### config.mk
export PLATFORM = sky130hd
export DESIGN_NAME = mix_unpack
export DESIGN_NICKNAME = d
export VERILOG_FILES = /design/src/rtl/mix_unpack_pkg.sv /design/src/rtl/twos_neg.sv /design/src/rtl/mix_unpack.sv
export SDC_FILE = /design/constraint.sdc
export NUM_CORES = 1
export LEC_CHECK = 0
export BUFFER_PORTS_ARGS = -buffer_cell sky130_fd_sc_hd__buf_2
export CORE_AREA = 2 2 88 90
export DETAILED_ROUTE_END_ITERATION = 16
export DIE_AREA = 0 0 90 92
export PLACE_DENSITY = 0.88
export RECOVER_POWER = 25
export SLEW_MARGIN = 20
export SYNTH_ARGS = -nofsm -noshare
export SYNTH_HDL_FRONTEND = slang
export SYNTH_SLANG_ARGS = --single-unit
### constraint.sdc
create_clock -name clk -period 3.8 [get_ports clk]
set_input_delay 0 -clock clk [delete_from_list [all_inputs] [get_ports clk]]
set_output_delay 0 -clock clk [all_outputs]
set_load 0.1 [all_outputs]
### src/rtl/mix_unpack_pkg.sv
// Shared widths, types and encodings for the mult/div unpack back end.
package mix_unpack_pkg;

    localparam int unsigned DW  = 16;
    localparam int unsigned AQW = 2 * DW + 1;

    typedef logic [DW-1:0] wsizeN;
    typedef logic [2*DW:0] waqsize;

    typedef enum logic [1:0] {
        IDLE = 2'd0,
        CAPT = 2'd1,
        FIX  = 2'd2,
        HOLD = 2'd3
    } unpack_state_e;

    localparam logic OP_MULT = 1'b0;
    localparam logic OP_DIV  = 1'b1;

endpackage

### src/rtl/twos_neg.sv
// Combinational conditional two's-complement negate, modulo 2^W.
module twos_neg #(
    parameter int unsigned W = 16
) (
    input  logic [W-1:0] din,
    input  logic         en,
    output logic [W-1:0] dout
);

    assign dout = en ? (~din + W'(1)) : din;

endmodule

### src/rtl/mix_unpack.sv
// Captures the final A:Q:Q-1 register, splits and sign-corrects it, and
// holds the result under a valid/ack handshake.
module mix_unpack #(
    parameter int unsigned DW = mix_unpack_pkg::DW
) (
    input  logic          clk,
    input  logic          rst,
    input  logic          start,
    input  logic          done,
    input  logic          op,
    input  logic          sign_a,
    input  logic          sign_b,
    input  logic          div0,
    input  logic [2*DW:0] aq_reg,
    input  logic          res_ack,
    output logic [DW-1:0] result_hi,
    output logic [DW-1:0] result_lo,
    output logic          res_valid,
    output logic          busy,
    output logic          error,
    output logic          overrun
);
    import mix_unpack_pkg::*;

    localparam int unsigned AQ_W = 2 * DW + 1;

    localparam logic [1:0] S_IDLE = IDLE;
    localparam logic [1:0] S_CAPT = CAPT;
    localparam logic [1:0] S_FIX  = FIX;
    localparam logic [1:0] S_HOLD = HOLD;

    logic [1:0]      state_q;
    logic [1:0]      state_d;
    logic            cap_en;
    logic            split_en;
    logic            fix_en;
    logic            ovr_set;
    logic            ack_take;

    // Guard bit aq_reg[0] is dropped at capture.
    logic [2*DW-1:0] aq_q;
    logic            op_q;
    logic            sign_a_q;
    logic            sign_b_q;
    logic            div0_q;
    logic [DW-1:0]   mag_hi_q;
    logic [DW-1:0]   mag_lo_q;
    logic [DW-1:0]   fix_hi;
    logic [DW-1:0]   fix_lo;
    logic            guard_unused;

    assign guard_unused = aq_reg[0];

    always_ff @(posedge clk) begin
        if (rst) begin
            state_q <= S_IDLE;
        end else begin
            state_q <= state_d;
        end
    end

    // start overrides every other event in every state.
    always_comb begin
        state_d  = state_q;
        cap_en   = 1'b0;
        split_en = 1'b0;
        fix_en   = 1'b0;
        ovr_set  = 1'b0;
        ack_take = 1'b0;
        if (start) begin
            state_d = S_IDLE;
        end else begin
            case (state_q)
                S_IDLE: begin
                    if (done) begin
                        cap_en  = 1'b1;
                        state_d = S_CAPT;
                    end
                end
                S_CAPT: begin
                    split_en = 1'b1;
                    state_d  = S_FIX;
                end
                S_FIX: begin
                    fix_en  = 1'b1;
                    state_d = S_HOLD;
                end
                S_HOLD: begin
                    ovr_set = done;
                    if (res_ack) begin
                        ack_take = 1'b1;
                        state_d  = S_IDLE;
                    end
                end
                default: state_d = S_IDLE;
            endcase
        end
    end

    // Remainder follows the dividend sign; quotient follows sign_a ^ sign_b.
    twos_neg #(.W(DW)) u_neg_hi (
        .din  (mag_hi_q),
        .en   ((op_q == OP_DIV) && sign_a_q),
        .dout (fix_hi)
    );

    twos_neg #(.W(DW)) u_neg_lo (
        .din  (mag_lo_q),
        .en   ((op_q == OP_DIV) && (sign_a_q ^ sign_b_q)),
        .dout (fix_lo)
    );

    always_ff @(posedge clk) begin
        if (rst) begin
            aq_q      <= '0;
            op_q      <= OP_MULT;
            sign_a_q  <= 1'b0;
            sign_b_q  <= 1'b0;
            div0_q    <= 1'b0;
            mag_hi_q  <= '0;
            mag_lo_q  <= '0;
            result_hi <= '0;
            result_lo <= '0;
            res_valid <= 1'b0;
            busy      <= 1'b0;
            error     <= 1'b0;
            overrun   <= 1'b0;
        end else begin
            busy <= (state_d != S_IDLE);
            if (cap_en) begin
                aq_q     <= aq_reg[AQ_W-1:1];
                op_q     <= op;
                sign_a_q <= sign_a;
                sign_b_q <= sign_b;
                div0_q   <= div0;
            end
            // Product and remainder/quotient share the same bit split.
            if (split_en) begin
                mag_hi_q <= aq_q[2*DW-1:DW];
                mag_lo_q <= aq_q[DW-1:0];
            end
            if (fix_en) begin
                result_hi <= div0_q ? '1 : fix_hi;
                result_lo <= div0_q ? '1 : fix_lo;
            end
            if (start) begin
                res_valid <= 1'b0;
                error     <= 1'b0;
                overrun   <= 1'b0;
            end else begin
                if (fix_en) begin
                    res_valid <= 1'b1;
                    error     <= div0_q;
                end else if (ack_take) begin
                    res_valid <= 1'b0;
                end
                if (ovr_set) begin
                    overrun <= 1'b1;
                end
            end
        end
    end

endmodule

### After elaboration in Yosys (flattened, before gate mapping)

Cells that the tools add are included.

* word-level logic and storage cells: 50
* input port bits: 42
* flip-flop bits (word level): 106
* output and inout port bits: 36

* bitwise gates (word level): 3
* add/sub/neg operators: 2
* reductions and logical operators: 6
* multiplexer cells: 22
* equal/unequal tests: 3

Operator list (count)
* $mux W16: 4
* $add A16 B1 Y16 const B: 2
* $not A16 Y16: 2
* $mux W1: 14
* $pmux W2 S4: 1
* $mux W2: 3
* $eq A2 B2 Y1 const B: 2
* $reduce_bool A2 Y1: 2
* $eq A2 B1 Y1 const B: 1
* $logic_and A1 B1 Y1: 2
* $logic_not A2 Y1: 1
* $reduce_or A2 Y1: 1
* $xor A1 B1 Y1: 1

### Logic depth before layout (Yosys ltp)

* word-level depth: 5
* mapped depth: 7
* gate-level depth less buffers: 7

### Modules after synthesis

From an unflattened synthesis, not the netlist that was laid out.

* cell total of the unflattened synthesis: 564
* area total of the unflattened synthesis: 4514.3 um^2

Modules (own cells, without submodules)
* mix_unpack: cells an instance 470, seq. area each 2122.0 um^2, area an instance 3848.7 um^2, instances 1
* twos_neg: cells an instance 47, seq. area each 0.0 um^2, area an instance 332.8 um^2, instances 2

### Least setup slack after synthesis

No wires, ideal clock.

* kind: register -> register
* from: register mag_lo_q[1]
* to: register result_lo[12]
* setup slack: 1.754 ns
* library setup time: 0.086 ns
* buffers on the path: 0
* cell stages (with the launch flop): 8
* arrival time: 1.961 ns
* data required time: 3.714 ns
* period minus slack after synthesis: 2.046 ns
* path through: dfxtp_1 > inv_1 > ha_1 > or3b_2 > or4_4 > o31ai_1 > xor2_1 > a211oi_1

* word-level cells in the longest chain between the ends: 4

Ends and longest elaborated chain
* start, declared: line mix_unpack.sv:47 `logic [DW-1:0] mag_lo_q;`
* start signal, assigned: line mix_unpack.sv:140 `mag_lo_q <= aq_q[DW-1:0];`
* $not A16 Y16: line twos_neg.sv:10 `assign dout = en ? (~din + W'(1)) : din;`
* $add A16 B1 Y16: line twos_neg.sv:10
* $mux W16: line twos_neg.sv:10
* $mux W16: line mix_unpack.sv:144 `result_lo <= div0_q ? '1 : fix_lo;`
* end signal, assigned: line mix_unpack.sv:144
* end, declared: line mix_unpack.sv:17 `output logic [DW-1:0] result_lo,`

No other way between the ends.
A chain may end at the register's enable or synchronous reset.

### Worst setup path in the final report

* from: register mag_lo_q[0]
* to: register result_lo[10]

The elaborated chain is that of the path after synthesis.

==> impl_metrics.yaml <==
outcome:
  status: "completed"
synth:
  ys_top_cells_by_area: "dfxtp_1, nand2_1, a21oi_1, a211oi_1, nor2_1"
  synth_cells: 530
  yosysMostFrequentCell: "nand2_1"
  avgSynthCellArea_um2: 8.02
  seq_area_frac_synth_pct: 49.9
  synth-seq-cells: 106
  async_flop_share_pct: 0
  netlist_area_um2: 4250
  synthTopCellsByCount: "nand2_1, dfxtp_1, a21oi_1"
  synth-edff-count: 0
  synth_top_area_cell: "dfxtp_1"
  syn_nets: 574
  synth_top_area_share_pct: 49.9
  synth_cell_types: 35
  yosysWarnings: 0
  ys.flop_type: "dfxtp_1"
clock_network:
  htree_levels: 3
  cts_tree: "built"
  clock_latency_ns: 0.37
  root_buffer: "clkbuf_8"
  clock_sinks: 106
  clk_pin_slew_worst_paths_ns: 0.10
  cts_made_buffers: 9
  clockBufferDepth: 2
  cts_resized: 0
  cts_setup_buffers: 0
final_layout:
  n_fill_cell: 601
  area_growth_pct: 22.6
  fin_nets: 668
  antenna_cells: 0
  stdcell_count: 731
  finalCoreUtilization_pct: 70.0
  drive_gt1_share_pct: 12.1
floorplanning:
  die_x_um: 90
  rows: 32
  die-area_um2: 8280
  initial_core_util_pct: 57.1
  pin_count: 78
  die_h_um: 92
  core_area_um2: 7450
drt:
  via_count: 3900
  drt_iter0_markers: 267
  drt-total-wl_um: 10100
  antenna_left: 0
  firstDrtPassIters: 4
  vias_per_cell: 5.34
  drc_errors: 0
  wl_per_cell_um: 13.8
sta:
  fin_skew_ns: 0.00695
  fin_crit_ns: 2.37
  grt_setup_unrepaired: "false"
  setup_slack_ns: 1.43
  fin_setup_tns_ns: 0
  fin_crit_sh_pct: 62.3
  relSlewSlack_pct: 21.8
  worst_slew_pin_slew_ns: 1.18
  hold_viol: 0
  finalSetupViolCount: 0
  maxSlewViolCount: 0
  clock.fmax_mhz: 423
  fin_hold_ws_ns: 0.0233
power:
  power.leakage_uw: 0.00186
  cell_internal_pwr_uw: 1520
  swShare_pct: 26.2
  power_per_cell_area_nw_per_um2: 394
  p_switching_uw: 537
  p_seq_share_pct: 56.3
  clockPowerShare_pct: 34.0
  pwr-share-comb_pct: 9.7
  vdd_drop_max_v: 0.000235
critical_path:
  cp.required_ns: 4.06
  r2r_slack_ns: 1.43
  crit_fanout: 5
  r2r_cells: 7
  path_buf_inv: 1
  reg2reg_to: "result_lo[10]"
  cpPeakStageDelay_ns: 0.50
  start_kind: "flop"
  endpoint_kind: "flop"
  cp_top_family: "simple AND/OR/NAND/NOR gates"
  cp.arrival_ns: 2.63
  crit_chain: "inv_1, ha_1, or3b_2, or4_4, o41ai_2, xor2_1, a211oi_1"
  critPathKind: "flop to flop"
  cp.depth: 7
  crit_path_top_delay_cell: "or3b_2"
  r2r-start: "mag_lo_q[0]"
worst_hold_path:
  min_from: "done"
  hold_path_class: "primary input to flop"
  worstHoldEndpoint: "overrun"
  hold-path-cell-count: 3
placed_design:
  gp_congestion: 0.871
  io_buffers: 76
  dpl.hpwl_um: 6420
  dp.cells: 677
  place_ws_ns: 1.49
global_routing:
  grt_antenna_before_repair: 0
  grt_max_degree: 66
  grt_pass1_vias: 3625
  gr-total-overflow: 0
  grt_use_total_pct: 24.5
  grt_pass1_wl_um: 16700
job:
  maxCapViolCount: 0
-- worst register-to-register path, cell delays in order, from the launching register on --
cell	delay, ns
dfxtp_1	0.37
inv_1	0.08
ha_1	0.17
or3b_2	0.50
or4_4	0.48
o41ai_2	0.26
xor2_1	0.10
a211oi_1	0.31
-- layout by cell type (no fill, tap or decap), types with 2 or more instances in the layout --
master / instances
a31oi_1: 3
buf_2: 44
clkbuf_8: 9
dfxtp_1: 106
and2_0: 2
dlygate4sd3_1: 38
a311oi_1: 2
nor3_1: 15
nand2_1: 146
or4_4: 2
a211oi_1: 25
xor2_1: 17
o41ai_1: 2
nor4_1: 4
xnor2_1: 11
o41ai_2: 2
clkinvlp_4: 4
inv_1: 5
or3_1: 3
ha_1: 2
nor2_1: 46
a21oi_1: 74
o21ai_0: 6
o31ai_1: 5
buf_4: 6
clkbuf_1: 31
-- repair_timing --
action,4_1_cts,5_1_grt
endpoints found under the setup margin,0,0
hold endpoints to repair,41,0
hold buffers,38,0
-- through the flow --
| step | total power, uW | area [um2] |
|---|---|---|
| 2_1_floorplan | 1300 | 4250 |
| 3_3_place_gp | 1340 | 4670 |
| 3_5_place_dp | 1350 | 4670 |
| 4_1_cts | 2050 | 5250 |
| 5_1_grt | 2130 | 5210 |
| 6_report | 2050 | 5210 |
-- power by group through the flow --
stage | Clock (uW) | Sequential, uW | Combinational [uW]
after global placement | 0 | 1180 | 163
after global routing | 756 | 1160 | 214
after CTS | 697 | 1150 | 197
after detailed placement | 0 | 1180 | 167
final | 698 | 1160 | 199
after floorplan | 0 | 1220 | 78.9
-- layer usage --
metal / vias to the layer above / global-route usage (%) / share of wire [%]
met1: 1765 / 32.4 / 46
met4: 0 / 8.97 / 1.6
met2: 151 / 39.8 / 47
li1: 1968 / - / -
met3: 16 / 5.01 / 5.7
met5: - / 0 / 0
-- worst max-delay path by stage --
stage                               end   startpoint  slack (ns)
after floorplan           result_lo[12]  mag_lo_q[1]        1.75
after global placement    result_lo[14]  mag_lo_q[0]        1.64
after detailed placement  result_lo[10]  mag_lo_q[0]        1.49
after CTS                 result_lo[10]  mag_lo_q[0]        1.47
after global routing      result_lo[10]  mag_lo_q[1]        1.30
final                     result_lo[10]  mag_lo_q[0]        1.43
-- registers in the layout, indices dropped and copies added (netlist names) --
signal / cells
sign_b_q: 1
sign_a_q: 1
result_hi: 16
div0_q: 1
res_valid: 1
mag_hi_q: 16
state_q: 2
aq_q: 32
overrun: 1
error: 1
op_q: 1
result_lo: 16
mag_lo_q: 16
busy: 1
-- cell type report --
type	instances	area, um2	share of cell area [%]
inverters	5	18.8	0.360
well taps	102	128	2.45
flip-flops and latches	106	2120	40.7
clock buffers	9	124	2.38
clock inverters	7	77.6	1.49
multi-input cells	383	1980	38.0
repair buffers	119	762	14.6
-- kinds of logic (layout without fill, tap and decap cells) --
group | count (synthesis) | after routing | share of synthesized area [%]
and+or+nand+nor | 230 | 230 | 22.6
AOI/OAI and AO/OA | 122 | 122 | 17.3
DFF | 106 | 106 | 49.9
buffers and inverters | 41 | 140 | 3.62
xor gates and xnor gates | 28 | 28 | 5.77
adders and majority gates | 2 | 2 | 0.588
muxes | 1 | 1 | 0.235
No activity file was read; power rests on OpenSTA's default activity.
